[src/rtl/piso_tx.sv]
// Parallel-in, serial-out transmitter: accepts a word on load/ready and shifts it
// out one bit per clock, MSB- or LSB-first, with sen framing and a last-bit done pulse.
module piso_tx #(
  parameter int WIDTH = 8
) (
  input  logic             CLK,
  input  logic             reset_n,
  input  logic [WIDTH-1:0] din,
  input  logic             load,
  input  logic             OP,
  output logic             ready,
  output logic             sdata,
  output logic             sen,
  output logic             done
);

  localparam int CW = (WIDTH > 1) ? $clog2(WIDTH) : 1;
  localparam logic [CW-1:0] LAST = CW'(WIDTH - 1);

  typedef enum logic {
    IDLE  = 1'b0,
    SHIFT = 1'b1
  } state_t;

  state_t           state_q, state_d;
  logic [WIDTH-1:0] sr_q, sr_d;
  logic             op_q, op_d;
  logic [CW-1:0]    cnt_q, cnt_d;
  logic             last_bit;

  always_ff @(posedge CLK or negedge reset_n) begin
    if (!reset_n) begin
      state_q <= IDLE;
      sr_q    <= '0;
      op_q    <= 1'b0;
      cnt_q   <= '0;
    end else begin
      state_q <= state_d;
      sr_q    <= sr_d;
      op_q    <= op_d;
      cnt_q   <= cnt_d;
    end
  end

  // Outputs depend only on registered state, so there is no load-to-ready path.
  always_comb begin
    last_bit = (state_q == SHIFT) && (cnt_q == LAST);
    ready    = (state_q == IDLE) || last_bit;
    done     = last_bit;
    sen      = (state_q == SHIFT);
    sdata    = 1'b0;
    if (state_q == SHIFT) begin
      sdata = op_q ? sr_q[WIDTH-1] : sr_q[0];
    end
  end

  always_comb begin
    state_d = state_q;
    sr_d    = sr_q;
    op_d    = op_q;
    cnt_d   = cnt_q;
    case (state_q)
      IDLE: begin
        if (load) begin
          sr_d    = din;
          op_d    = OP;
          cnt_d   = '0;
          state_d = SHIFT;
        end
      end
      SHIFT: begin
        sr_d  = op_q ? {sr_q[WIDTH-2:0], 1'b0} : {1'b0, sr_q[WIDTH-1:1]};
        cnt_d = cnt_q + CW'(1);
        if (last_bit) begin
          // Reloading on the last bit keeps the serial stream gap-free.
          if (load) begin
            sr_d  = din;
            op_d  = OP;
            cnt_d = '0;
          end else begin
            state_d = IDLE;
            cnt_d   = '0;
          end
        end
      end
      default: state_d = IDLE;
    endcase
  end

endmodule

[config.mk]
export PLATFORM = sky130hd
export DESIGN_NAME = piso_tx
export DESIGN_NICKNAME = d
export VERILOG_FILES = /design/src/rtl/piso_tx.sv
export SDC_FILE = /design/constraint.sdc
export NUM_CORES = 1
export LEC_CHECK = 0
export ABC_AREA = 1
export CAP_MARGIN = 10
export CORE_ASPECT_RATIO = 1.2
export CORE_MARGIN = 2
export CORE_UTILIZATION = 35
export CTS_CLUSTER_SIZE = 10
export DETAILED_ROUTE_END_ITERATION = 6
export GPL_TIMING_DRIVEN = 0
export SETUP_SLACK_MARGIN = 0.1
export SLEW_MARGIN = 30
export SYNTH_ARGS = -nofsm -noshare
export SYNTH_HDL_FRONTEND = slang
export SYNTH_SLANG_ARGS = --single-unit
[constraint.sdc]
create_clock -name CLK -period 1.4 [get_ports CLK]
set_input_delay 0.28 -clock CLK [delete_from_list [all_inputs] [get_ports CLK]]
set_output_delay 0.28 -clock CLK [all_outputs]
set_load 0.1 [all_outputs]
==> metrics.txt, run 1 <==
outcome=finished with violations; failing checks=negative setup slack; Fmax=between 600 and 700 MHz; drt pass-1 iters=4; simple-gate share of the synthesized area=approximately 36%; final hold violations=0; first-pass GRT wire length=between 2000 and 3000 µm; share of layout cells above drive strength 1=roughly a quarter; Worst Path Class, Setup=flop to primary output; Via Count=between 700 and 800; initial antenna violation count=0; Initial Util=between 30% and 40%; DR iter-0 viols=10; ys flop type=dfrtp_1; leak pwr=approximately 0.60 nW; number of port buffers=15; worst path required time=between 1 and 1.5 ns; count of final setup violators=3; GPL Wtd Cong=~0.74; Syn Nets=~120; clk_lat worst skew=0.28 ns; Max Slew Vio Count=0; Worst EP arrival=1.35 ns; post-synthesis xor/xnor area fraction=0%; Peak VDD IR=about 1.2 mV; CTS hold repair buffers=0; Final Net Count=~150; Worst Clk Skew=roughly 0.0026 ns; Min Clock Period, post-route=1.63 ns; most common cell in the netlist=nand2_1; Synth area leader=dfrtp_1; dpl hpwl=1110 µm; crit share post-route=116%; worst hold path type=primary input to async pin; Reg clk slew, reported paths=around 0.08 ns; CTS Sinks=13; final wirelength=around 1700 µm; synth unique cells=15; RSZ-0062 raised after global routing=true; Synth Area in Compound Gates=under 10%; Worst Path Max Fanout=3; pwr/cell area=approximately 2400 mW/mm²; DRC violations left=0; top post-synthesis cells by count=nand2_1 (50), inv_1 (18), dfrtp_1 (13); IO Pins=16; adder-cell share of the synthesized area=between 3 and 4%; warnings from Yosys=0; Critical Path Start Type=flop; number of flops mapped to enable cells by yosys=0; WL per Instance=between 10 and 15 µm; Fill cells=200; max-cap violation count=0; CP max stage cell=dfrtp_1; final worst-path setup slack=-0.231 ns; sequential fraction of the synthesis area=~43%; # diodes=0; Async SR Flop Fraction=100%; Die H=55.0 µm; Post-Syn Area=759 µm²; setup TNS=-0.565 ns; CTS max path bufs=2; mux cell area share after synthesis=0%; Slew HR=between 50 and 60%; Setup WS pre-CTS=-0.913 ns; largest family of logic cells by synthesized area=simple AND/OR/NAND/NOR gates; largest net degree at the start of global routing=14; vias in the first global route=663; floorplan row count=18; Die Wd=46.5 µm; Num CTS Buffers=3; Post-Synthesis Cells=between 100 and 150; Total Routing Usage GR=roughly 15%; Core ar.=0.00205 mm²; Detail Route Antenna Nets=0; flops & latches, synth=13; critical path cell sequence=ha_2 > ha_4 > nand2_4 > clkinvlp_4 > buf_12; Layout area overhead=53.9%; synth top area cells=dfrtp_1 (43%), nand2_1 (25%), inv_1 (8.9%); htree depth=1; crit-path max cell delay=between 0.3 and 0.4 ns; grt ovf=0; die area=0.00256 mm²; Avg Synthesized Cell Area=roughly 7 µm²; CTS tree=done; Clock Tree Root=clkbuf_4; share of the synthesized area in the top cell type=a little over two fifths; depth of the worst register-to-register path=9; worst-margin pin slew=about 0.60 ns; DR vias/cell=between 4 and 5; crit path capture type=primary output
repair_timing:
item | in CTS | in global routing
endpoints found under the setup margin | 13 | 13
buffers inserted | 2 | 3
pin swaps | 3 | 1
resized for setup | 43 | 8
where the power goes:
part           internal, mW  total, mW  switching [mW]  leakage [nW]
logic                 0.741       1.84            1.10         0.430
registers             0.570      0.685           0.115         0.151
clock network         0.111      0.239           0.129        0.0150
total                  1.42       2.77            1.35         0.596
state kept, by name, summed over array words and instances, names as in the netlist:
name,count
sen,1
op_q,1
sr_q,8
cnt_q,3
logic make-up after synthesis:
group,count (synthesis)
and+or+nand+nor,64
buffers and inverters,22
DFF,13
AOI/OAI and AO/OA,7
adders and majority gates,2
layout make-up:
cell class	instances	area (µm²)	area share, %
tap	30	37.5	3.21
sequential	13	329	28.2
inverter	20	83.8	7.17
multi-input combinational	73	443	37.9
buffer	2	31.3	2.68
clock buffer	4	26.3	2.25
timing repair buffer	20	218	18.6
cell usage in the layout (no fill, tap or decap), types with 2 or more instances in the layout:
cell type        count
clkdlybuf4s50_1     10
clkbuf_4             3
nand2_1             46
nand4_1              2
buf_4                5
o211ai_1             2
buf_12               4
nand2_8              2
buf_6                2
nand2_4              4
inv_1               16
nand3_1              7
dfrtp_1             12
inv_2                2
path summary, 6_finish.rpt:
check	start	endpoint	slack [ns]
worst max register to register	cnt_q[1]$_DFFE_PN0P_	sr_q[6]$_DFFE_PN0P_	0.01
min in group CLK	sr_q[3]$_DFFE_PN0P_	sr_q[3]$_DFFE_PN0P_	0.48
max in group asynchronous	reset_n	sen$_DFF_PN0_	0.58
worst max-delay path	cnt_q[1]$_DFFE_PN0P_	done	-0.23
worst min-delay path	reset_n	sr_q[0]$_DFFE_PN0P_	0.37
worst min register to register	sr_q[3]$_DFFE_PN0P_	sr_q[3]$_DFFE_PN0P_	0.48
routing by layer:
metal  global-route usage [%]  up-vias  share of wire, %
met5                        0        -                 0
met4                     9.52        0               2.1
met3                     1.95        5               2.9
met2                     23.6       12                48
met1                     20.1      318                47
li1                         -      381                 -
worst max-delay path: cells and delay by family (launching register included):
kind	cells	cell delay (ns)
flip-flops	1	0.39
adder cells (fa/ha/maj)	2	0.37
buffers and inverters	2	0.25
AND/OR/NAND/NOR	1	0.06
per-stage QoR:
step	hold slack, ns	cells	area [µm²]	power (mW)	util, %
after detailed placement	0.466	153	997	2.21	48.7
after global placement	0.464	153	997	2.18	48.7
after global routing	0.428	162	1170	3.01	57.0
after CTS	0.405	159	1100	2.66	53.8
final	0.374	162	1170	2.77	57.0
after floorplan	-0.0156	108	810	1.90	-
Note: power is estimated with default switching activity, not from simulation.
==> run 2: changes to the inputs <==
Settings changed: CTS_CLUSTER_SIZE 10 to 40, GPL_ROUTABILITY_DRIVEN set to 0.
==> results of run 2 <==
Final layout, timing and power as in run 1 (identical DEF).
==> run 3: changes to the inputs <==
Settings changed: HOLD_SLACK_MARGIN set to 0.1.
==> results of run 3 <==
Final layout, timing and power as in run 1 (identical DEF).
